### src/rtl/ln_unit.sv
// ln_unit -- pipelined natural logarithm of an unsigned Q16.16 operand.
//
// Computes lnF = ln(F) as signed Q16.16 with a fixed 4-cycle latency and a
// throughput of one operand per clock. There is no handshake.
//   Stage 1: find the leading one of F, giving exponent e = p - 16 and a
//            left-normalised mantissa fraction m in [0,1).
//   Stage 2: log2(1+m) by linear interpolation in a 64-entry table.
//   Stage 3: log2(F) = e + log2(1+m), held as signed Q6.20.
//   Stage 4: multiply by ln2 (0xB172, Q0.16) and scale to Q16.16.
// An input of F = 0 yields the saturated value 0x80000000.
//
// Ports:
//   clk  in   system clock, rising edge
//   rst  in   asynchronous active-high reset; clears every pipeline register
//   F    in   DATA_WIDTH operand, unsigned Q16.16
//   lnF  out  DATA_WIDTH result, signed Q16.16, registered
//
// Build option:
//   LN_ROUND_EN  defined   -> the stage-4 scaling rounds to nearest (half up)
//                undefined -> the stage-4 scaling truncates toward -infinity
//
// Only DATA_WIDTH = 32 is supported.

module ln_unit #(
    parameter int DATA_WIDTH = 32
) (
    input  logic                  clk,
    input  logic                  rst,
    input  logic [DATA_WIDTH-1:0] F,
    output logic [DATA_WIDTH-1:0] lnF
);

    // ln(2) in Q0.16, carried as a positive signed constant.
    localparam logic signed [17:0] LN2_Q16 = 18'sh0B172;
    // log2(2) in the table's Q1.20 format; upper end of the last segment.
    localparam logic [20:0] LOG2_TWO = 21'h100000;

    // log2(1 + idx/64) in Q1.20, evaluated at elaboration time with the
    // square-and-compare method: squaring y doubles its log, so each
    // squaring that crosses 2.0 yields one more result bit. y is Q1.31.
    // Two guard bits are produced and then rounded off.
    function automatic logic [20:0] lut_val(input int idx);
        logic [63:0] y;
        logic [21:0] r;
        y = 64'(64 + idx) << 25;
        r = '0;
        for (int b = 21; b >= 0; b--) begin
            y = (y * y) >> 31;
            if (y >= 64'h1_0000_0000) begin
                r[b] = 1'b1;
                y    = y >> 1;
            end
        end
        return 21'((23'(r) + 23'd2) >> 2);
    endfunction

    logic [20:0] lut [0:63];

    genvar gi;
    generate
        for (gi = 0; gi < 64; gi++) begin : g_lut
            localparam logic [20:0] LUT_VAL = lut_val(gi);
            assign lut[gi] = LUT_VAL;
        end
    endgenerate

    // ---------------------------------------------------------------
    // Stage 1: leading-one detection and normalisation
    // ---------------------------------------------------------------
    logic [4:0]  lead_pos;
    logic [31:0] norm;
    logic [5:0]  exp1_d;
    logic [21:0] mant1_d;
    logic        zero1_d;

    always_comb begin
        lead_pos = '0;
        for (int i = 0; i < 32; i++) begin
            if (F[i]) begin
                lead_pos = 5'(i);
            end
        end
    end

    // Shift the leading one up to bit 31; the 22 bits beneath it are the
    // mantissa fraction (6 index bits + 16 interpolation-weight bits).
    assign norm    = F << (5'd31 - lead_pos);
    assign mant1_d = 22'(norm >> 9);
    assign exp1_d  = {1'b0, lead_pos} - 6'd16;
    assign zero1_d = (F == '0);

    logic [5:0]  exp1_q;
    logic [21:0] mant1_q;
    logic        zero1_q;

    always_ff @(posedge clk or posedge rst) begin
        if (rst) begin
            exp1_q  <= '0;
            mant1_q <= '0;
            zero1_q <= 1'b0;
        end else begin
            exp1_q  <= exp1_d;
            mant1_q <= mant1_d;
            zero1_q <= zero1_d;
        end
    end

    // ---------------------------------------------------------------
    // Stage 2: table interpolation of log2(1+m)
    // ---------------------------------------------------------------
    logic [5:0]  lut_idx;
    logic [15:0] lut_w;
    logic [20:0] t_lo;
    logic [20:0] t_hi;
    logic [20:0] t_diff;
    logic [36:0] interp_prod;
    logic [20:0] frac2_d;

    assign lut_idx = mant1_q[21:16];
    assign lut_w   = mant1_q[15:0];
    assign t_lo    = lut[lut_idx];
    // The last segment ends at log2(2) = 1.0, which is not a table entry.
    assign t_hi    = (lut_idx == 6'd63) ? LOG2_TWO : lut[lut_idx + 6'd1];
    assign t_diff  = t_hi - t_lo;
    assign interp_prod = 37'(t_diff) * 37'(lut_w);
    // Result stays strictly below t_hi <= 1.0, so 21 bits never overflow.
    assign frac2_d = t_lo + 21'(interp_prod >> 16);

    logic [5:0]  exp2_q;
    logic [20:0] frac2_q;
    logic        zero2_q;

    always_ff @(posedge clk or posedge rst) begin
        if (rst) begin
            exp2_q  <= '0;
            frac2_q <= '0;
            zero2_q <= 1'b0;
        end else begin
            exp2_q  <= exp1_q;
            frac2_q <= frac2_d;
            zero2_q <= zero1_q;
        end
    end

    // ---------------------------------------------------------------
    // Stage 3: log2(F) = e + log2(1+m), signed Q6.20 in 27 bits
    // ---------------------------------------------------------------
    logic signed [26:0] log2_d;

    // Range is [-16, 16); one spare integer bit keeps the sum safe.
    assign log2_d = $signed({exp2_q[5], exp2_q, 20'b0}) + $signed({6'b0, frac2_q});

    logic signed [26:0] log2_q;
    logic               zero3_q;

    always_ff @(posedge clk or posedge rst) begin
        if (rst) begin
            log2_q  <= '0;
            zero3_q <= 1'b0;
        end else begin
            log2_q  <= log2_d;
            zero3_q <= zero2_q;
        end
    end

    // ---------------------------------------------------------------
    // Stage 4: scale by ln2 to Q16.16
    // ---------------------------------------------------------------
    // Q6.20 * Q0.16 = Q.36; dropping 20 fraction bits leaves Q16.16.
    // |product| < 2^40, so 45 signed bits hold it with margin.
    logic signed [44:0] ln_prod;
    logic [31:0]        ln_scaled;
    logic [31:0]        lnf_d;

    assign ln_prod = log2_q * LN2_Q16;

`ifdef LN_ROUND_EN
    assign ln_scaled = 32'((ln_prod + (45'sd1 <<< 19)) >>> 20);
`else
    assign ln_scaled = 32'(ln_prod >>> 20);
`endif

    assign lnf_d = zero3_q ? 32'h8000_0000 : ln_scaled;

    logic [31:0] lnf_q;

    always_ff @(posedge clk or posedge rst) begin
        if (rst) begin
            lnf_q <= '0;
        end else begin
            lnf_q <= lnf_d;
        end
    end

    assign lnF = DATA_WIDTH'(lnf_q);

endmodule

### config.mk
export PLATFORM = sky130hd
export DESIGN_NAME = ln_unit
export DESIGN_NICKNAME = d
export VERILOG_FILES = /design/src/rtl/ln_unit.sv
export SDC_FILE = /design/constraint.sdc
export NUM_CORES = 2
export LEC_CHECK = 0
export CAP_MARGIN = 5
export CORE_ASPECT_RATIO = 0.5
export CORE_MARGIN = 4
export CORE_UTILIZATION = 55
export CTS_CLUSTER_DIAMETER = 50
export DETAILED_ROUTE_END_ITERATION = 10
export DONT_BUFFER_PORTS = 1
export PLACE_DENSITY = 0.7
export SYNTH_ARGS = -nofsm -noshare
export SYNTH_HDL_FRONTEND = slang
export SYNTH_SLANG_ARGS = --single-unit
### constraint.sdc
create_clock -name clk -period 35 [get_ports clk]
set_input_delay 7 -clock clk [delete_from_list [all_inputs] [get_ports clk]]
set_output_delay 7 -clock clk [all_outputs]
set_load 0.01 [all_outputs]
==> results list <==
* Status: complete, no violations
* Setup Fix Bufs, Post-CTS: 0
- The layer flagged by global routing as most heavily used is met1.
- Synthesis inferred between 100 and 150 register bits.
- The worst hold path terminates at log2_q[13].
* Netlist area before placement: 27400 µm²
* Clock-pin slew on the worst setup and hold paths: approximately 0.080 ns
* Clock tree from TritonCTS: built
* Post-Synthesis Net Count: between 3000 and 4000
- Proportion of synthesized area in mux cells: ~3.3%
- Clock tree synthesis found a total of about 110 sinks.
* Endpoint of the worst register-to-register path: frac2_q[20]
* Crit-path max FO: a little under 70
- CTS built an H-tree with a depth of 3.
* GR Util met3: 7.11%
- The count of nets left with antenna violations once routing finished came out at 0.
- Ys flop type: sky130_fd_sc_hd__dfrtp_1
* Routability cong.: 0.975
* Number of stages on the worst hold path: 0
- Max Fclk: 68.2 MHz
- After synthesis, the largest family of logic cells by area is adder cells.
- In this run the clock root is driven by a sky130_fd_sc_hd__clkbuf_16.
* Met2 track demand over resource in global routing: between 40 and 50%
- Simple-gate share of the synthesized area: between 10% and 20%
* Net count, final: 3897
- The die is ~320 µm wide.
* Required time of the critical path: approximately 35 ns
- Counting flops with an async set or reset pin after synthesis yields a share of between 90% and 100%.
- In the global route stage, met1 resource usage came out at 41.1%.
* CP delay by family, top: adder cells
* Total count of hold-check failures in the final report: 0
* Hold_buf cts: 0
* Max_cap viols: 0
- After clock tree synthesis, the repair step resized 0 gates.
- The wire-length estimate of the detail-placed layout is about 57000 µm.
* Clock latency reported for the late side of the worst-skew pair: about 0.38 ns
- Routed wire length per instance: a little under 20 µm
* Total of endpoints with negative setup slack in the final report: 0
- 66 I/O pins were placed.
- Setup_tns: 0 ns
- First-pass iteration count of the detailed router: 6
- Dividing the final minimum period by the clock period gives 41.9%.
- Relative to the synthesized area, the layout overhead comes to 3.50%.
- In this run, synthesis inferred 0 flip-flops with an integrated enable.
- The startpoint identified for the worst register-to-register timing path is mant1_q[17].
* Initial core utilization: a little under three fifths
- Entering global routing, the biggest net connects between 80 and 90 pins.
- The worst pin sits at a relative slew slack of roughly a quarter.
- Global routing consumed, over all layers together, between 20 and 30% of the routing resources.
- Area enclosed by the die boundary: ~54000 µm²
- Worst hold margin: approximately 0.35 ns
- Sequential cell area in the final layout: 2710 µm²
- Pin slew with the least headroom to its limit: 1.14 ns
- Area inside the core boundary: ~50000 µm²
- The clock passes through at most 2 buffers.
- Clock tree skew after final layout: between 0.01 and 0.015 ns
- Number of buffers added by the clock tree synthesis step: 9
* Routed vias/inst: between 5 and 6
- After layout, the minimum clock period comes to about 15 ns.
- Maximum cell stage delay along the critical path: 0.79 ns
- STA classifies the critical path endpoint as a register.
* Non-filler cells in the finished layout: about 3700
- Setup repair after global routing missed its margin: false
- Global-route wire length before repair: 120000 µm
* Remaining Overflow, GRT: 0
* Master of the slowest instance on the critical path: sky130_fd_sc_hd__ha_1
- The number of global-route vias before repair is around 22000.
- Vias: 21700
- Worst Min Path Start: frac2_q[13]
* Initial antenna violation count: 1
* Placed insts: roughly 3700
* Proportion of layout cells with a drive suffix above 1: 3.88%
- Count of final max-slew check failures: 0
- STA puts the critical path data arrival time at approximately 15 ns.
* Launching element type of the critical path: register
* Final wirelength: around 73000 µm
- Compound-gate portion of the synthesized area: about an eighth
* Cell Rows: 57
- For this run, the number of Yosys warnings is 0.
- In this run the tool buffered the top-level ports with 0 buffer cells.
- After Yosys synthesis, XOR and XNOR cells account for 2.71% of the synthesized area.
- Number of filler cells placed in the layout: 4394
- Height of the chip: 166 µm
* Reg-to-reg setup timing slack: ~20 ns
* Synthesized instance count: between 3000 and 4000
- Post-route DRC: 0
- Logic depth of the worst path, buffers included: 53
- Together, buffers and inverters on the worst path number 7.
- In this run, the number of DRC markers left after iteration 0 of detailed routing was ~1900.
- 0 antenna diodes ended up in the layout.
- The share of the Yosys chip area taken by registers is under 10%.
- Distinct cell type count of the synthesized netlist: 76
- Critical path type: register to register
* Fraction of the mapped netlist area in adder cells: a little under half
- The multi-input combinational cells in the finished layout cover a total of around 22000 µm².
* Reg2Reg Depth: 53
- In this run the worst hold path is classified as register to register.
- Dividing the synthesized area by the synthesized cell count gives ~8.6 µm².
- By instance count, the cell type seen most on the critical path is sky130_fd_sc_hd__fa_1.
[flip-flops by register name, summed over array words and instances (netlist names)]
register	count
exp1_q	5
exp2_q	5
zero2_q	1
mant1_q	22
log2_q	27
lnF	25
frac2_q	21
zero3_q	1
zero1_q	1
[placed cells by master, fill, tap and decap left out, types with 29 or more instances in the layout]
cell type                  instances
sky130_fd_sc_hd__and2_1          136
sky130_fd_sc_hd__o211ai_1         30
sky130_fd_sc_hd__o21ai_0          86
sky130_fd_sc_hd__a211oi_1         31
sky130_fd_sc_hd__xnor2_1          50
sky130_fd_sc_hd__nor2_1          178
sky130_fd_sc_hd__inv_1           640
sky130_fd_sc_hd__nand3_1          38
sky130_fd_sc_hd__nand2_1         329
sky130_fd_sc_hd__ha_1            347
sky130_fd_sc_hd__a21oi_1         162
sky130_fd_sc_hd__dfrtp_1         106
sky130_fd_sc_hd__mux2i_1          68
sky130_fd_sc_hd__fa_1            425
sky130_fd_sc_hd__buf_4            50
sky130_fd_sc_hd__nor2b_1          29
sky130_fd_sc_hd__nor3_1           57
[worst max-delay path by stage]
stage / start / to
after detailed placement: mant1_q[17] / frac2_q[20]
after global routing: mant1_q[17] / frac2_q[20]
after floorplan: mant1_q[18] / frac2_q[20]
final: mant1_q[17] / frac2_q[20]
after CTS: mant1_q[17] / frac2_q[20]
after global placement: mant1_q[17] / frac2_q[20]
[synthesized netlist by cell type (all sizes together) (4+ instances only)]
cell type | instances | area [µm²]
a211oi | 31 | 233
a21boi | 8 | 60.1
a21o | 25 | 188
a21oi | 164 | 828
a221oi | 10 | 87.6
a311oi | 13 | 114
a31o | 6 | 52.6
a31oi | 12 | 75.1
a41oi | 4 | 42.6
and2 | 136 | 851
and3 | 10 | 62.6
buf | 28 | 149
clkbuf | 129 | 484
dfrtp | 108 | 2700
fa | 425 | 8510
ha | 348 | 4350
inv | 643 | 2410
mux2 | 9 | 101
mux2i | 68 | 681
mux4 | 6 | 135
nand2 | 329 | 1230
nand2b | 27 | 169
nand3 | 38 | 190
nand4 | 8 | 50.1
nor2 | 179 | 672
nor2b | 29 | 181
nor3 | 57 | 285
nor4 | 9 | 62.6
o211ai | 30 | 225
o21a | 17 | 128
o21ai | 93 | 465
o21bai | 7 | 52.6
o221ai | 9 | 78.8
o22ai | 8 | 56.3
o311ai | 16 | 140
o31a | 7 | 61.3
o31ai | 5 | 42.5
or2 | 5 | 31.3
xnor2 | 55 | 489
xor2 | 29 | 254
[cell families after synthesis]
logic type / Yosys count
flops: 108
simple gates: 838
xor+xnor: 84
buf+inv: 802
mux: 83
compound gates: 498
fa+ha+maj: 773
[layout make-up]
cell class	instances	share of cell area, %
multi-input cells	2276	76.6
well taps	649	2.86
repair buffers	50	1.32
clock buffers	9	0.794
inverters	645	8.55
flip-flops and latches	108	9.55
clock inverters	7	0.287
[stage by stage]
step	setup WS, ns	instance area, µm²	utilization, %
after floorplan	22.33	27400	-
after global placement	20.91	28000	57.4
after detailed placement	20.61	28000	57.4
after CTS	20.57	28400	58.0
after global routing	19.50	28400	58.0
final	20.35	28400	58.0
[per-layer routing]
metal  vias up  routed length (µm)  part of all wire [%]
met1     10700               32700                    45
met4         2                1720                   2.4
met3       136                7310                    10
met5         -                  17                 0.023
met2       915               30900                    43
li1       9960                   -                     -
Power is not shown: default switching activity piles up to over one toggle a cycle in this logic, so the estimate is an artifact.
